### config.mk
export PLATFORM = sky130hd
export DESIGN_NAME = syncgen_cfg
export DESIGN_NICKNAME = d
export VERILOG_FILES = /design/src/rtl/syncgen_cfg.sv
export SDC_FILE = /design/constraint.sdc
export NUM_CORES = 1
export LEC_CHECK = 0
export CORE_AREA = 2 2 190 192
export CTS_CLUSTER_DIAMETER = 80
export DETAILED_ROUTE_END_ITERATION = 10
export DIE_AREA = 0 0 192 194
export GPL_ROUTABILITY_DRIVEN = 0
export GPL_TIMING_DRIVEN = 0
export PLACE_DENSITY = 0.69
export SYNTH_ARGS = -nofsm -noshare
export SYNTH_HDL_FRONTEND = slang
export SYNTH_SLANG_ARGS = --single-unit
### constraint.sdc
create_clock -name video_clk -period 5.95 [get_ports video_clk]
set_input_delay 1.19 -clock video_clk [delete_from_list [all_inputs] [get_ports video_clk]]
set_output_delay 1.19 -clock video_clk [all_outputs]
set_load 0.005 [all_outputs]
### src/rtl/syncgen_cfg.sv
// Runtime-reconfigurable video timing generator. New timing sets are validated
// on acceptance and only swapped into the live registers at a frame boundary.
module syncgen_cfg #(
  parameter int CW             = 12,
  parameter int H_TOTAL        = 1800,
  parameter int H_SYNC         = 80,
  parameter int H_BACKP        = 96,
  parameter int H_ACTIVE       = 1600,
  parameter int V_TOTAL        = 1000,
  parameter int V_SYNC         = 3,
  parameter int V_BACKP        = 96,
  parameter int V_ACTIVE       = 900,
  parameter int HSYNC_POL      = 1,
  parameter int VSYNC_POL      = 1,
  parameter int PREFETCH_LINES = 6
) (
  input  logic          video_clk,
  input  logic          reset_n,
  input  logic          cfg_valid,
  output logic          cfg_ready,
  input  logic [CW-1:0] cfg_h_total,
  input  logic [CW-1:0] cfg_h_sync,
  input  logic [CW-1:0] cfg_h_backp,
  input  logic [CW-1:0] cfg_h_active,
  input  logic [CW-1:0] cfg_v_total,
  input  logic [CW-1:0] cfg_v_sync,
  input  logic [CW-1:0] cfg_v_backp,
  input  logic [CW-1:0] cfg_v_active,
  output logic          cfg_error,
  output logic          cfg_applied,
  output logic          framestart,
  output logic          linestart,
  output logic          prefetch_line,
  output logic          pixelena,
  output logic          hsync,
  output logic          vsync,
  output logic          hblank,
  output logic          vblank,
  output logic [CW-1:0] x,
  output logic [CW-1:0] y
);
  localparam int EW = CW + 2;
  localparam logic HS_INV = (HSYNC_POL == 0);
  localparam logic VS_INV = (VSYNC_POL == 0);
  localparam logic [EW-1:0] PF = EW'(PREFETCH_LINES);

  typedef struct packed {
    logic [CW-1:0] ht;
    logic [CW-1:0] hs;
    logic [CW-1:0] hb;
    logic [CW-1:0] ha;
    logic [CW-1:0] vt;
    logic [CW-1:0] vs;
    logic [CW-1:0] vb;
    logic [CW-1:0] va;
  } timing_t;

  localparam timing_t DEFAULTS = '{ht: CW'(H_TOTAL), hs: CW'(H_SYNC), hb: CW'(H_BACKP),
                                   ha: CW'(H_ACTIVE), vt: CW'(V_TOTAL), vs: CW'(V_SYNC),
                                   vb: CW'(V_BACKP), va: CW'(V_ACTIVE)};

  function automatic logic [EW-1:0] ext(input logic [CW-1:0] a);
    return {2'b00, a};
  endfunction

  timing_t       live_q, live_d, shadow_q, shadow_d, cfg_in;
  logic [CW-1:0] h_q, h_d, v_q, v_d, x_q, x_d, y_q, y_d;
  logic          pending_q, pending_d, cfg_error_q, cfg_error_d, cfg_applied_q, cfg_applied_d;
  logic          framestart_q, framestart_d, linestart_q, linestart_d;
  logic          prefetch_q, prefetch_d, pixelena_q, pixelena_d;
  logic          hsync_q, hsync_d, vsync_q, vsync_d, hblank_q, hblank_d, vblank_q, vblank_d;

  logic [EW-1:0] cfg_h_need, cfg_v_fp, cfg_v_need, h_start, h_end, v_start, v_end;
  logic [CW-1:0] prefetch_v;
  logic          cfg_ok, accept, apply, last_h, last_v, h_act, v_act;

  assign cfg_in = '{ht: cfg_h_total, hs: cfg_h_sync, hb: cfg_h_backp, ha: cfg_h_active,
                    vt: cfg_v_total, vs: cfg_v_sync, vb: cfg_v_backp, va: cfg_v_active};

  // Sums are widened by two bits so that oversized fields cannot wrap and pass.
  assign cfg_h_need = ext(cfg_h_sync) + ext(cfg_h_backp) + ext(cfg_h_active);
  assign cfg_v_fp   = ext(cfg_v_sync) + ext(cfg_v_backp);
  assign cfg_v_need = cfg_v_fp + ext(cfg_v_active);
  assign cfg_ok = (cfg_h_need <= ext(cfg_h_total)) && (cfg_v_need <= ext(cfg_v_total)) &&
                  (cfg_h_total >= CW'(2)) && (cfg_v_total >= CW'(2)) &&
                  (cfg_h_sync != '0) && (cfg_h_active != '0) && (cfg_v_active != '0) &&
                  (cfg_v_fp >= PF);
  assign accept = cfg_valid && !pending_q;

  assign h_start    = ext(live_q.hs) + ext(live_q.hb);
  assign h_end      = h_start + ext(live_q.ha);
  assign v_start    = ext(live_q.vs) + ext(live_q.vb);
  assign v_end      = v_start + ext(live_q.va);
  assign h_act      = (ext(h_q) >= h_start) && (ext(h_q) < h_end);
  assign v_act      = (ext(v_q) >= v_start) && (ext(v_q) < v_end);
  assign prefetch_v = v_start[CW-1:0] - PF[CW-1:0];
  assign last_h     = (h_q == live_q.ht - CW'(1));
  assign last_v     = (v_q == live_q.vt - CW'(1));
  assign apply      = pending_q && last_h && last_v;

  always_comb begin
    h_d = last_h ? '0 : h_q + CW'(1);
    v_d = v_q;
    if (last_h) v_d = last_v ? '0 : v_q + CW'(1);
    live_d    = apply ? shadow_q : live_q;
    shadow_d  = shadow_q;
    pending_d = pending_q;
    if (accept && cfg_ok) begin
      shadow_d  = cfg_in;
      pending_d = 1'b1;
    end else if (apply) begin
      pending_d = 1'b0;
    end
    cfg_error_d   = accept && !cfg_ok;
    cfg_applied_d = apply;
    framestart_d  = (h_q == '0) && (v_q == '0);
    linestart_d   = (h_q == '0) && v_act;
    prefetch_d    = (v_q == prefetch_v);
    pixelena_d    = h_act && v_act;
    hsync_d       = (h_q < live_q.hs) ^ HS_INV;
    vsync_d       = (v_q < live_q.vs) ^ VS_INV;
    hblank_d      = !h_act;
    vblank_d      = !v_act;
    x_d           = pixelena_d ? h_q - h_start[CW-1:0] : '0;
    y_d           = pixelena_d ? v_q - v_start[CW-1:0] : '0;
  end

  always_ff @(posedge video_clk or negedge reset_n) begin
    if (!reset_n) begin
      h_q           <= '0;
      v_q           <= '0;
      live_q        <= DEFAULTS;
      shadow_q      <= DEFAULTS;
      pending_q     <= 1'b0;
      cfg_error_q   <= 1'b0;
      cfg_applied_q <= 1'b0;
      framestart_q  <= 1'b0;
      linestart_q   <= 1'b0;
      prefetch_q    <= 1'b0;
      pixelena_q    <= 1'b0;
      hsync_q       <= HS_INV;
      vsync_q       <= VS_INV;
      hblank_q      <= 1'b1;
      vblank_q      <= 1'b1;
      x_q           <= '0;
      y_q           <= '0;
    end else begin
      h_q           <= h_d;
      v_q           <= v_d;
      live_q        <= live_d;
      shadow_q      <= shadow_d;
      pending_q     <= pending_d;
      cfg_error_q   <= cfg_error_d;
      cfg_applied_q <= cfg_applied_d;
      framestart_q  <= framestart_d;
      linestart_q   <= linestart_d;
      prefetch_q    <= prefetch_d;
      pixelena_q    <= pixelena_d;
      hsync_q       <= hsync_d;
      vsync_q       <= vsync_d;
      hblank_q      <= hblank_d;
      vblank_q      <= vblank_d;
      x_q           <= x_d;
      y_q           <= y_d;
    end
  end

  assign cfg_ready     = !pending_q;
  assign cfg_error     = cfg_error_q;
  assign cfg_applied   = cfg_applied_q;
  assign framestart    = framestart_q;
  assign linestart     = linestart_q;
  assign prefetch_line = prefetch_q;
  assign pixelena      = pixelena_q;
  assign hsync         = hsync_q;
  assign vsync         = vsync_q;
  assign hblank        = hblank_q;
  assign vblank        = vblank_q;
  assign x             = x_q;
  assign y             = y_q;
endmodule

==> metrics.md, run 1 <==
| Metric | Value |
|---|---|
| Signal arrival time at the worst endpoint | 6.41 ns |
| Antenna violation net count after detailed routing | 0 |
| Busiest layer in global routing | met2 |
| H-tree depth reported by CTS | 1 |
| Critical register-to-register path startpoint | live_q[12]$_DFFE_PN0P_ |
| R2R setup slack | 0.83 ns |
| Fin. max-slew vios | 0 |
| CP Data Required Time | 6.38 ns |
| Number of remaining DRC errors | 0 |
| Total power after layout | 4.26 mW |
| Number of register bits inferred by synthesis | 251 |
| Synth cell types | 82 |
| Crit path time final | 5.98 ns |
| Crit. End Element | register |
| Global-route wire length before repair | 70.4 mm |
| Total instance count after detailed placement | 2,231 |
| Detailed-route vias per instance | 5.65 |
| Final setup fails | 56 |
| Slowest cell on the critical path | sky130_fd_sc_hd__clkdlybuf4s50_1 |
| Failing checks | negative setup slack |
| Detailed-route via count | 12,994 |
| HPWL after detailed placement | 34.5 mm |
| Number of CTS-inserted buffers | 27 |
| Initial DRC Count | 813 |
| Drt pass-1 iters | 5 |
| Worst-skew pair later-pin latency | 0.56 ns |
| Clock tree from TritonCTS | done |
| FMAX | 167 MHz |
| P_leak | 9.77 nW |
| Fraction of registers with async set/reset | 100% |
| Worst r2r dst | y[3]$_DFF_PN0_ |
| Hold Path Class | input pin to asynchronous set/reset pin |
| Leading cell type in the layout, fill and taps excluded | sky130_fd_sc_hd__dfrtp_1 |
| Clock Tree Root | sky130_fd_sc_hd__clkbuf_16 |
| Critical Path Max Stage Delay | 0.48 ns |
| Largest net degree at the start of global routing | 131 |
| Most frequent cells in the layout | sky130_fd_sc_hd__dfrtp_1 (199), sky130_fd_sc_hd__ha_1 (174), sky130_fd_sc_hd__clkdlybuf4s50_1 (111), sky130_fd_sc_hd__inv_1 (109), sky130_fd_sc_hd__xnor2_1 (83) |
| Number of core rows | 69 |
| Final worst path period share | 101% |
| Warnings from Yosys | 0 |
| Core Area | 35,200 um2 |
| Startpoint class of the critical path | input pin |
| Initial Utilization | 49.5% |
| Worst IR drop on VDD | 0.236 mV |
| Die height | 194 um |
| Library cell occupying the most area in the post-synthesis netlist | sky130_fd_sc_hd__dfrtp_1 |
| Count of flip-flops with a built-in enable after synthesis | 0 |
| Leading cell types by total area after synthesis | sky130_fd_sc_hd__dfrtp_1 (29%), sky130_fd_sc_hd__ha_1 (13%), sky130_fd_sc_hd__dfstp_2 (7.8%) |
| Global routing usage on met3 | 2.46% |
| Number of antenna violations at the first check in global routing | 0 |
| Cells after synthesis | 1,635 |
| GR Util met2 | 37.0% |
| Count of maximum capacitance violations | 0 |
| Residual overflow from global routing | 0 |
| Critical-path cell list | clkdlybuf4s50_1, ha_4, o211a_1, o31ai_4, nand2_1, xor2_2, ha_4, o21a_1, o21ai_0, a21oi_1, nor2_1, o21ai_1, xor2_1, ha_1, o21a_1, a221oi_2, a41o_1, nand4_1, a211oi_4, nand3_4, buf_12, buf_8, mux2_4 |
| First element of the critical path | cfg_v_backp[4] |
| Most used flip-flop cell after synthesis | sky130_fd_sc_hd__dfrtp_1 |
| Die width | 192 um |
| Sequential fraction of the synthesis area | 36.4% |
| Top fanout value on the critical path | 7 |
| Antenna diodes | 0 |
| Fin util | 59.4% |
| Final hold violations | 0 |
| Port-buffer cells | 133 |
| Routed length per placed instance | 19.5 um |
| Unrepaired setup endpoints after global routing | yes |
| Net count after synthesis | 1,940 |
| Total Wirelength | 44.9 mm |
| Clock transition at the registers of the reported paths | 0.06 ns |
| Worst Path Class, Setup | input pin to register |
| Combined area of all synthesized cells | 17,400 um2 |
| Final TNS setup | -0.608 ns |
| Share of the synthesized area in the top cell type | 28.6% |
| Cell Pwr Density | 204 nW/um2 |
| Worst Slack Setup Final | -0.0302 ns |
| Relative slew slack | 54.9% |
| Clock Skews | 0.0202 ns |
| Transition time at the pin with the least slew margin | 0.677 ns |
| Number of nets in the layout | 2,122 |
| Clk sinks | 251 |
| Global-route usage over all layers | 24.1% |
| Proportion of layout cells with a drive suffix above 1 | 20.5% |
| I/O pin total | 134 |
| Crit path capture | shadow_q[26]$_DFFE_PN0P_ |
| Grt met1 use | 36.3% |
| Buffer levels on the longest clock path | 3 |
| Reg2Reg Depth | 18 |
| Synthesized area divided by synthesized cell count | 10.7 um2 |
| Layout Area Growth over Synthesis | 20.1% |
| Vias in the first global route | 12,712 |
| Layout Cells excl Fill | 2,299 |
| WHS | 0.396 ns |
| Result of the run | finished, violations left |
| Die area | 37,200 um2 |
==> report_power, final <==
| group | internal, mW | switching [mW] | total, mW |
|---|---|---|---|
| Combinational | 0.375 | 0.436 | 0.811 |
| Clock | 1.04 | 0.708 | 1.74 |
| Sequential | 1.71 | 0 | 1.71 |
| Total | 3.12 | 1.14 | 4.26 |
==> worst max-delay path: cells and delay by family <==
kind,cells,cell delay (ns)
XOR/XNOR,2,0.56
AO/OA/AOI/OAI,10,1.83
buffers and inverters,3,0.81
adder cells (fa/ha/maj),3,0.91
multiplexers,1,0.30
AND/OR/NAND/NOR,4,0.79
==> layout make-up <==
class | instances | area [um2]
buffer | 47 | 397
sequential | 251 | 6350
clock buffer | 41 | 818
fill | 2955 | 14300
multi-input combinational | 1227 | 10700
timing repair buffer | 153 | 1580
tap | 461 | 577
clock inverter | 9 | 113
inverter | 110 | 413
==> how the worst min path moves through the flow <==
stage                                   from                  endpoint  slack [ns]  cells after the start
floorplan              pending_q$_DFFE_PN0P_       cfg_error$_DFF_PN0_        0.42                      1
global placement    shadow_q[25]$_DFFE_PN1P_    live_q[25]$_DFFE_PN1P_        0.45                      2
detailed placement  shadow_q[25]$_DFFE_PN1P_    live_q[25]$_DFFE_PN1P_        0.46                      2
CTS                                  reset_n  shadow_q[81]$_DFFE_PN0P_        0.37                      1
global route                         reset_n  shadow_q[81]$_DFFE_PN0P_        0.37                      1
finish                               reset_n  shadow_q[81]$_DFFE_PN0P_        0.40                      1
==> sequential cells by signal, summed over array words and instances, names as in the netlist, 12 cells and up <==
signal    flops
x            12
v_q          12
y            12
live_q       96
h_q          12
shadow_q     96
==> per-layer routing <==
metal | wire length, um | share of wire (%)
met1 | 21500 | 48
met2 | 20300 | 45
met3 | 2090 | 4.7
met4 | 1070 | 2.4
met5 | 0 | 0
==> synthesized netlist by cell type (8+ instances only) <==
library cell,count
sky130_fd_sc_hd__dfrtp_1,199
sky130_fd_sc_hd__ha_1,185
sky130_fd_sc_hd__inv_1,110
sky130_fd_sc_hd__xnor2_1,86
sky130_fd_sc_hd__mux2_2,81
sky130_fd_sc_hd__o21ai_0,81
sky130_fd_sc_hd__nand2_1,80
sky130_fd_sc_hd__nor2_1,79
sky130_fd_sc_hd__mux2_4,66
sky130_fd_sc_hd__a21oi_1,64
sky130_fd_sc_hd__dfstp_2,52
sky130_fd_sc_hd__a21o_1,50
sky130_fd_sc_hd__xor2_1,47
sky130_fd_sc_hd__nor3_1,36
sky130_fd_sc_hd__nand3_1,26
sky130_fd_sc_hd__nor4_1,25
sky130_fd_sc_hd__nor2b_1,24
sky130_fd_sc_hd__nand2b_1,22
sky130_fd_sc_hd__fa_1,21
sky130_fd_sc_hd__o21a_1,21
sky130_fd_sc_hd__clkbuf_1,16
sky130_fd_sc_hd__mux2_1,16
sky130_fd_sc_hd__buf_6,14
sky130_fd_sc_hd__and3_1,13
sky130_fd_sc_hd__buf_2,13
sky130_fd_sc_hd__nand4_1,13
sky130_fd_sc_hd__nor3_2,13
sky130_fd_sc_hd__o21ai_1,11
sky130_fd_sc_hd__a211oi_1,10
sky130_fd_sc_hd__o21bai_1,10
sky130_fd_sc_hd__a31oi_1,9
sky130_fd_sc_hd__o31ai_1,9
sky130_fd_sc_hd__or3_1,8
==> timing repair <==
action / CTS / global route
resized for setup: 97 / 35
setup buffers: 13 / 2
setup endpoints to repair: 98 / 97
hold buffers: 0 / 0
pin swaps: 24 / 28
hold endpoints to repair: 0 / 0
cloned: 1 / 2
==> through the flow <==
step / setup slack [ns] / cell area [um2]
after floorplan: 0.195 / 17400
after global placement: -6.72 / 19300
after detailed placement: -1.84 / 19400
after CTS: -0.00810 / 20700
after global routing: -0.170 / 20900
final: -0.0302 / 20900
==> logic make-up after synthesis <==
group           synth area share, %
compound gates                 13.0
xor+xnor                       6.81
buf+inv                        4.16
flops                          36.4
fa+ha+maj                      15.7
simple gates                   11.6
mux                            12.4
Note: power is estimated with default switching activity, not from simulation.
==> inputs of run 2 (changes only) <==
==> config.mk (replaced) <==
export PLATFORM = sky130hd
export DESIGN_NAME = syncgen_cfg
export DESIGN_NICKNAME = d
export VERILOG_FILES = /design/src/rtl/syncgen_cfg.sv
export SDC_FILE = /design/constraint.sdc
export NUM_CORES = 1
export LEC_CHECK = 0
export CORE_AREA = 2 2 182 184
export CTS_CLUSTER_DIAMETER = 80
export DETAILED_ROUTE_END_ITERATION = 10
export DIE_AREA = 0 0 184 186
export GPL_ROUTABILITY_DRIVEN = 0
export GPL_TIMING_DRIVEN = 0
export PLACE_DENSITY = 0.75
export SYNTH_ARGS = -nofsm -noshare
export SYNTH_HDL_FRONTEND = slang
export SYNTH_SLANG_ARGS = --single-unit
==> metrics.md, run 2 (synthesis gave the netlist of run 1 again) <==
| Metric | Value |
|---|---|
| Result of the run | finished, violations left |
| Failing checks | negative setup slack |
| Slowest cell on the critical path | sky130_fd_sc_hd__clkdlybuf4s50_1 |
| Relative slew slack | 55.8% (+0.95 points) |
| Layout Area Growth over Synthesis | 20.1% (about the same) |
| Busiest layer in global routing | met2 |
| Total Wirelength | 45.3 mm (+0.90%) |
| FMAX | 168 MHz (+0.25%) |
| H-tree depth reported by CTS | 1 (unchanged) |
| Reg2Reg Depth | 21 (+3) |
| Detailed-route vias per instance | 5.89 (+4.2%) |
| Transition time at the pin with the least slew margin | 0.662 ns (-0.0143 ns) |
| Worst-skew pair later-pin latency | 0.55 ns (about the same) |
| Unrepaired setup endpoints after global routing | yes |
| Global-route wire length before repair | 70.6 mm (+0.28%) |
| Core Area | 32,200 um2 (-8.6%) |
| Number of CTS-inserted buffers | 27 (unchanged) |
| Residual overflow from global routing | 0 (unchanged) |
| Fin. max-slew vios | 0 (unchanged) |
| Crit path time final | 5.97 ns (-0.0147 ns) |
| Worst Slack Setup Final | -0.0154 ns (+0.0147 ns) |
| Critical Path Max Stage Delay | 0.53 ns (+0.05 ns) |
| Worst r2r dst | y[10]$_DFF_PN0_ |
| Kind of cell with the highest combined delay on the critical path | compound AO/OA/AOI/OAI gates |
| End point of the most critical hold path | live_q[25]$_DFFE_PN1P_ |
| GR Util met2 | 42.1% (+5.1 points) |
| Proportion of layout cells with a drive suffix above 1 | 21.4% (+0.92 points) |
| Antenna violation net count after detailed routing | 0 (unchanged) |
| Leading cell type in the layout, fill and taps excluded | sky130_fd_sc_hd__dfrtp_1 |
| R2R setup slack | 0.74 ns (-0.09 ns) |
| Grt met1 use | 38.2% (+1.8 points) |
| Clock Tree Root | sky130_fd_sc_hd__clkbuf_16 |
| Die area | 34,200 um2 (-8.1%) |
| Initial Utilization | 54.1% (+4.6 points) |
| Number of nets in the layout | 2,127 (+0.24%) |
| Clk sinks | 251 (unchanged) |
| Vias in the first global route | 13,105 (+3.1%) |
| Crit. End Element | register |
| Drt pass-1 iters | 7 (+2) |
| Top fanout value on the critical path | 10 (+3) |
| Final setup fails | 17 (-70%) |
| Post-cts hold buffer count | 0 (unchanged) |
| Signal arrival time at the worst endpoint | 6.38 ns (-0.03 ns) |
| Die width | 184 um (-4.2%) |
| Layout Cell Area excl Fill | 20,900 um2 (about the same) |
| Number of core rows | 66 (-4.3%) |
| Critical register-to-register path startpoint | live_q[72]$_DFFE_PN0P_ |
| CP Buf/Inv Count | 3 (unchanged) |
| Largest net degree at the start of global routing | 131 (unchanged) |
| Worst Path Class, Setup | input pin to register |
| Routed length per placed instance | 20.1 um (+3.1%) |
| Placed Instance Area | 19,300 um2 (-0.34%) |
| Number of filler cells placed in the layout | 2,451 (-17%) |
| Critical-path cell list | clkdlybuf4s50_1, ha_2, a21oi_1, nor3b_2, a21oi_2, a31oi_1, xnor2_1, ha_1, a21oi_2, o21ai_2, xnor2_2, ha_1, o21a_1, a221oi_2, a41o_1, nand4_1, a211oi_4, nand3_4, buf_6, buf_8, mux2_2 |
| Number of antenna violations at the first check in global routing | 0 (unchanged) |
| Layout Cells excl Fill | 2,251 (-2.1%) |
| CP Data Required Time | 6.37 ns (about the same) |
| Antenna diodes | 0 (unchanged) |
| Worst IR drop on VDD | 0.234 mV (-0.85%) |
| Total instance count after detailed placement | 2,178 (-2.4%) |
| Total power after layout | 4.26 mW (-0.10%) |
| HPWL after detailed placement | 34.2 mm (-0.91%) |
| Detailed-route via count | 13,257 (+2.0%) |
| Port-buffer cells | 133 (unchanged) |
| Global routing usage on met3 | 2.80% (+0.34 points) |
| Clock tree from TritonCTS | done |
| Cell Pwr Density | 203 nW/um2 (-0.12%) |
| Die height | 186 um (-4.1%) |
| Initial DRC Count | 758 (-6.8%) |
| Number of remaining DRC errors | 0 (unchanged) |
| Count of maximum capacitance violations | 0 (unchanged) |
| Global-route usage over all layers | 26.3% (+2.2 points) |
| Hold Path Class | register to register |
| Startpoint class of the critical path | input pin |
| Clock transition at the registers of the reported paths | 0.06 ns (about the same) |
| Final worst path period share | 100% (-0.25 points) |
| Final hold violations | 0 (unchanged) |
| Buffer levels on the longest clock path | 3 (unchanged) |
| Hold Path Origin | shadow_q[25]$_DFFE_PN1P_ |
| I/O pin total | 134 (unchanged) |
| Hold Path Depth | 2 |
| Clock Skews | 0.0180 ns (-0.00218 ns) |
| Most frequent cells in the layout | sky130_fd_sc_hd__dfrtp_1 (199), sky130_fd_sc_hd__ha_1 (175), sky130_fd_sc_hd__clkdlybuf4s50_1 (112), sky130_fd_sc_hd__inv_1 (108), sky130_fd_sc_hd__mux2_4 (82) |
| Registers with the highest flip-flop counts | live_q (96), shadow_q (96) |
| P_leak | 9.81 nW (+0.48%) |
-- run 2: changes by cell type in the layout (fill, tap and decap cells not counted), moves of 3 or more --
cell,delta
sky130_fd_sc_hd__mux2_1,-8
sky130_fd_sc_hd__clkinv_4,+3
sky130_fd_sc_hd__clkbuf_2,-3
sky130_fd_sc_hd__xnor2_2,+3
sky130_fd_sc_hd__xnor2_1,-3
sky130_fd_sc_hd__mux2_4,+7
-- run 2: what timing repair did --
item | in CTS | in global routing
setup endpoints to repair | 98 | 97
gates resized for setup | 95 | 46
endpoints found under the hold margin | 0 | 0
gates cloned | 1 | 2
buffers inserted | 16 | 4
pin swaps | 27 | 26
-- run 2: layout make-up --
class                      instances  area [um2]  area share, %
multi-input combinational       1227       10700           51.2
sequential                       251        6350           30.3
timing repair buffer             158        1630           7.76
clock buffer                      40         795           3.79
tap                              408         510           2.44
inverter                         110         413           1.97
buffer                            47         399           1.91
clock inverter                    10         120          0.574
-- run 2: worst max-delay path by stage --
stage                   startpoint                        to  slack, ns  depth (start not counted)
floorplan            cfg_v_sync[0]  shadow_q[64]$_DFFE_PN0P_       0.19                         24
global placement           reset_n           vsync$_DFF_PN0_      -6.59                          1
detailed placement  cfg_v_backp[0]  shadow_q[68]$_DFFE_PN0P_      -1.84                         25
CTS                 cfg_v_backp[0]  shadow_q[90]$_DFFE_PN0P_     -0.007                         25
global route        cfg_v_backp[4]   shadow_q[6]$_DFFE_PN0P_      -0.16                         22
finish              cfg_v_backp[5]  shadow_q[16]$_DFFE_PN0P_      -0.02                         21
-- run 2: worst register-to-register path: stages (launching register included) --
cell and delay [ns]:
sky130_fd_sc_hd__dfrtp_1 0.41, sky130_fd_sc_hd__ha_1 0.22, sky130_fd_sc_hd__fa_1 0.41, sky130_fd_sc_hd__a21o_1 0.17
sky130_fd_sc_hd__a21oi_1 0.23, sky130_fd_sc_hd__nor2b_1 0.07, sky130_fd_sc_hd__o21ai_0 0.21, sky130_fd_sc_hd__nor2b_1 0.19
sky130_fd_sc_hd__xnor2_1 0.17, sky130_fd_sc_hd__ha_1 0.34, sky130_fd_sc_hd__a21oi_1 0.21, sky130_fd_sc_hd__o21ai_0 0.17
sky130_fd_sc_hd__a41oi_1 0.31, sky130_fd_sc_hd__nand2b_1 0.11, sky130_fd_sc_hd__xnor2_1 0.13, sky130_fd_sc_hd__ha_1 0.27
sky130_fd_sc_hd__o21ai_0 0.08, sky130_fd_sc_hd__a221oi_1 0.24, sky130_fd_sc_hd__o221ai_1 0.16, sky130_fd_sc_hd__nand3_1 0.38
sky130_fd_sc_hd__clkbuf_1 0.47, sky130_fd_sc_hd__nor3_2 0.10
-- run 2: where the power goes --
group / total, mW / switching [mW] / internal [mW]
Clock: 1.72 / 0.705 / 1.01
Sequential: 1.71 / 0 / 1.71
Combinational: 0.832 / 0.444 / 0.387
Total: 4.26 / 1.15 / 3.11
-- run 2: per-stage QoR --
stage	hold slack, ns	utilization [%]	worst slack, ns	setup TNS [ns]
CTS	0.487	64.2	-0.00688	-0.0122
finish	0.487	65.0	-0.0154	-0.109
floorplan	0.423	-	0.195	0
detailed placement	0.467	60.0	-1.84	-158.41
global route	0.501	65.0	-0.161	-11.24
global placement	0.457	59.8	-6.59	-1629.85
-- run 2: routing by layer --
| layer | vias to the layer above | routed length, um | share of wire (%) |
|---|---|---|---|
| li1 | 6272 | - | - |
| met1 | 6500 | 21000 | 46 |
| met2 | 411 | 20700 | 46 |
| met3 | 74 | 2470 | 5.5 |
| met4 | 0 | 1090 | 2.4 |
| met5 | - | 0 | 0 |
==> inputs of run 3 (changes only) <==
==> config.mk (replaced) <==
export PLATFORM = sky130hd
export DESIGN_NAME = syncgen_cfg
export DESIGN_NICKNAME = d
export VERILOG_FILES = /design/src/rtl/syncgen_cfg.sv
export SDC_FILE = /design/constraint.sdc
export NUM_CORES = 1
export LEC_CHECK = 0
export CELL_PAD_IN_SITES_DETAIL_PLACEMENT = 1
export CELL_PAD_IN_SITES_GLOBAL_PLACEMENT = 1
export CORE_AREA = 2 2 194 196
export CTS_CLUSTER_DIAMETER = 80
export DETAILED_ROUTE_END_ITERATION = 10
export DIE_AREA = 0 0 196 198
export GPL_ROUTABILITY_DRIVEN = 0
export GPL_TIMING_DRIVEN = 0
export PLACE_DENSITY = 0.81
export SYNTH_ARGS = -nofsm -noshare
export SYNTH_HDL_FRONTEND = slang
export SYNTH_SLANG_ARGS = --single-unit
==> metrics.md, run 3 (synthesis gave the netlist of run 1 again) <==
| Metric | Value |
|---|---|
| Result of the run | finished, violations left |
| Failing checks | negative setup slack |
| Final setup fails | 97 (+80) |
| Most frequent cells in the layout | sky130_fd_sc_hd__dfrtp_1 (199), sky130_fd_sc_hd__ha_1 (169), sky130_fd_sc_hd__clkdlybuf4s50_1 (109), sky130_fd_sc_hd__inv_1 (107), sky130_fd_sc_hd__mux2_4 (86) |
| Drt pass-1 iters | 7 (unchanged) |
| Detailed-route vias per instance | 6.27 (+6.5%) |
| Critical Path Max Stage Delay | 0.61 ns (+0.08 ns) |
| Worst-skew pair later-pin latency | 0.58 ns (+0.03 ns) |
| Largest net degree at the start of global routing | 123 (-6.1%) |
| Initial Utilization | 47.2% (-7.0 points) |
| Routed length per placed instance | 27.9 um (+38%) |
| Number of filler cells placed in the layout | 3,922 (+60%) |
| WHS | 0.503 ns (+0.0156 ns) |
| Relative slew slack | 47.3% (-8.5 points) |
| Transition time at the pin with the least slew margin | 0.790 ns (+0.128 ns) |
| Critical register-to-register path startpoint | live_q[72]$_DFFE_PN0P_ |
| Crit path time final | 6.35 ns (+0.384 ns) |
| Global-route usage over all layers | 31.3% (+5.0 points) |
| Busiest layer in global routing | met2 |
| Top fanout value on the critical path | 6 (-4) |
| Vias in the first global route | 15,675 (+20%) |
| CP Buf/Inv Count | 3 (unchanged) |
| Clock Tree Root | sky130_fd_sc_hd__clkbuf_16 |
| Port-buffer cells | 133 (unchanged) |
| Crit. End Element | register |
| Hold Path Class | input pin to asynchronous set/reset pin |
| Number of nets in the layout | 2,136 (+0.42%) |
| Number of antenna violations at the first check in global routing | 5 (+5) |
| Buffer levels on the longest clock path | 3 (unchanged) |
| FMAX | 157 MHz (-6.0%) |
| Pre-CTS WS | -2.09 ns (-0.245 ns) |
| Startpoint class of the critical path | input pin |
| Count of maximum capacitance violations | 0 (unchanged) |
| I/O pin total | 134 (unchanged) |
| Leading cell type in the layout, fill and taps excluded | sky130_fd_sc_hd__dfrtp_1 |
| Post-cts hold buffer count | 0 (unchanged) |
| Critical-path cell list | clkdlybuf4s50_1, fa_1, ha_1, nand4b_1, nand2_1, nand2_1, a21boi_0, nor3_1, nor3_2, ha_1, a21o_1, a2111oi_4, a221oi_2, nor4b_2, nand4_1, a211oi_4, nand3_4, buf_12, buf_12, mux2_4 |
| Residual overflow from global routing | 0 (unchanged) |
| Antenna violation net count after detailed routing | 0 (unchanged) |
| P_leak | 10.0 nW (+1.9%) |
| Layout Area Growth over Synthesis | 23.0% |
| Fin. max-slew vios | 0 (unchanged) |
| Grt met1 use | 38.3% (+0.16 points) |
| Global routing usage on met3 | 5.50% (+2.7 points) |
| CP Data Required Time | 6.39 ns (+0.02 ns) |
| Signal arrival time at the worst endpoint | 6.79 ns (+0.41 ns) |
| Initial DRC Count | 1,000 (+32%) |
| Detailed-route via count | 14,607 (+10%) |
| Registers with the highest flip-flop counts | live_q (96), shadow_q (96) |
| Final TNS setup | -33.24 ns (-33.14 ns) |
| First element of the critical path | cfg_h_active[5] |
| H-tree depth reported by CTS | 1 (unchanged) |
| Final hold violations | 0 (unchanged) |
| HPWL after detailed placement | 40.6 mm (+19%) |
| Die height | 198 um (+6.5%) |
| Worst Path Class, Setup | input pin to register |
| Number of remaining DRC errors | 0 (unchanged) |
| Unrepaired setup endpoints after global routing | yes |
| Number of core rows | 71 (+7.6%) |
| Core Area | 37,000 um2 (+15%) |
| Total Wirelength | 64.9 mm (+43%) |
| Die area | 38,800 um2 (+13%) |
| Die width | 196 um (+6.5%) |
| Global-route wire length before repair | 93.1 mm (+32%) |
| Proportion of layout cells with a drive suffix above 1 | 23.4% (+2.0 points) |
| Slowest cell on the critical path | sky130_fd_sc_hd__clkdlybuf4s50_1 |
| Number of CTS-inserted buffers | 28 (+3.7%) |
| Kind of cell with the highest combined delay on the critical path | simple AND/OR/NAND/NOR gates |
| Clock Skews | 0.0320 ns (+0.0140 ns) |
| Final worst path period share | 107% (+6.5 points) |
| Worst IR drop on VDD | 0.203 mV (-13%) |
| Clk sinks | 251 (unchanged) |
| Clock tree from TritonCTS | done |
| Clock transition at the registers of the reported paths | 0.07 ns (about the same) |
| Worst Slack Setup Final | -0.399 ns (-0.384 ns) |
| Cell Pwr Density | 215 nW/um2 (+5.6%) |
| GR Util met2 | 54.3% (+12 points) |
run 3: changes by cell type in the layout (fill, tap and decap cells not counted), sizes merged:
cell	previous run	this run
clkbuf	58	56
dlymetal6s2s	4	6
buf	59	68
bufinv	2	4
clkdlybuf4s50	112	109
clkinv	5	10
dlygate4sd2	10	9
diode	0	2
clkdlybuf4s15	2	0
inv	111	110
clkinvlp	2	3
run 3: worst register-to-register path, delay by kind of cell (launching register included):
| family | cells | cell delay, ns |
|---|---|---|
| fa+ha+maj | 4 | 1.26 |
| xor+xnor | 2 | 0.31 |
| simple gates | 5 | 0.86 |
| buf+inv | 1 | 0.50 |
| flops | 1 | 0.44 |
| compound gates | 9 | 1.77 |
run 3: final timing paths:
path                       depth (start not counted)  slack, ns                       end
max                                               20      -0.40   shadow_q[0]$_DFFE_PN0P_
min                                                1       0.50  shadow_q[81]$_DFFE_PN0P_
max reg2reg                                       21       0.62            y[0]$_DFF_PN0_
min reg2reg                                        1       0.51    live_q[59]$_DFFE_PN0P_
max in group asynchronous                          3       3.97  shadow_q[28]$_DFFE_PN0P_
min in group video_clk                             1       0.51    live_q[59]$_DFFE_PN0P_
run 3: final cells by class:
cell class / instances / area, um2 / share of cell area [%]
Clock buffer: 35 / 768 / 3.58
Timing Repair Buffer: 167 / 1760 / 8.22
Antenna cell: 2 / 5.00 / 0.0233
Buffer: 46 / 424 / 1.98
Tap cell: 474 / 593 / 2.77
Clock inverter: 17 / 200 / 0.934
Multi-Input combinational cell: 1227 / 10900 / 51.0
Sequential cell: 251 / 6350 / 29.6
Inverter: 110 / 413 / 1.93
run 3: per-stage QoR:
| stage | area [um2] | std cells | power, mW | utilization [%] |
|---|---|---|---|---|
| floorplan | 17400 | 1635 | 2.16 | - |
| global placement | 19400 | 2242 | 2.41 | 52.4 |
| detailed placement | 19400 | 2244 | 2.45 | 52.5 |
| CTS | 21000 | 2314 | 4.39 | 56.9 |
| global route | 21400 | 2329 | 4.75 | 58.0 |
| finish | 21400 | 2329 | 4.60 | 58.0 |
run 3: report_power, final:
group	leakage [nW]	internal [mW]	switching, mW	total (mW)
sequential	3.30	1.71	0	1.71
combinational	6.23	0.438	0.567	1.00
clock	0.473	1.09	0.800	1.89
run 3: metal layers:
metal  routed length, um  up-vias
li1                    -     6292
met1               25600     7367
met2               31400      678
met3                4220      264
met4                3620        6
met5                  41        -
run 3: timing repair:
| item | 4_1_cts | 5_1_grt |
|---|---|---|
| pin swaps | 32 | 39 |
| setup buffers | 14 | 12 |
| setup endpoints to repair | 98 | 97 |
| gates resized for setup | 135 | 66 |
| gates cloned | 4 | 2 |
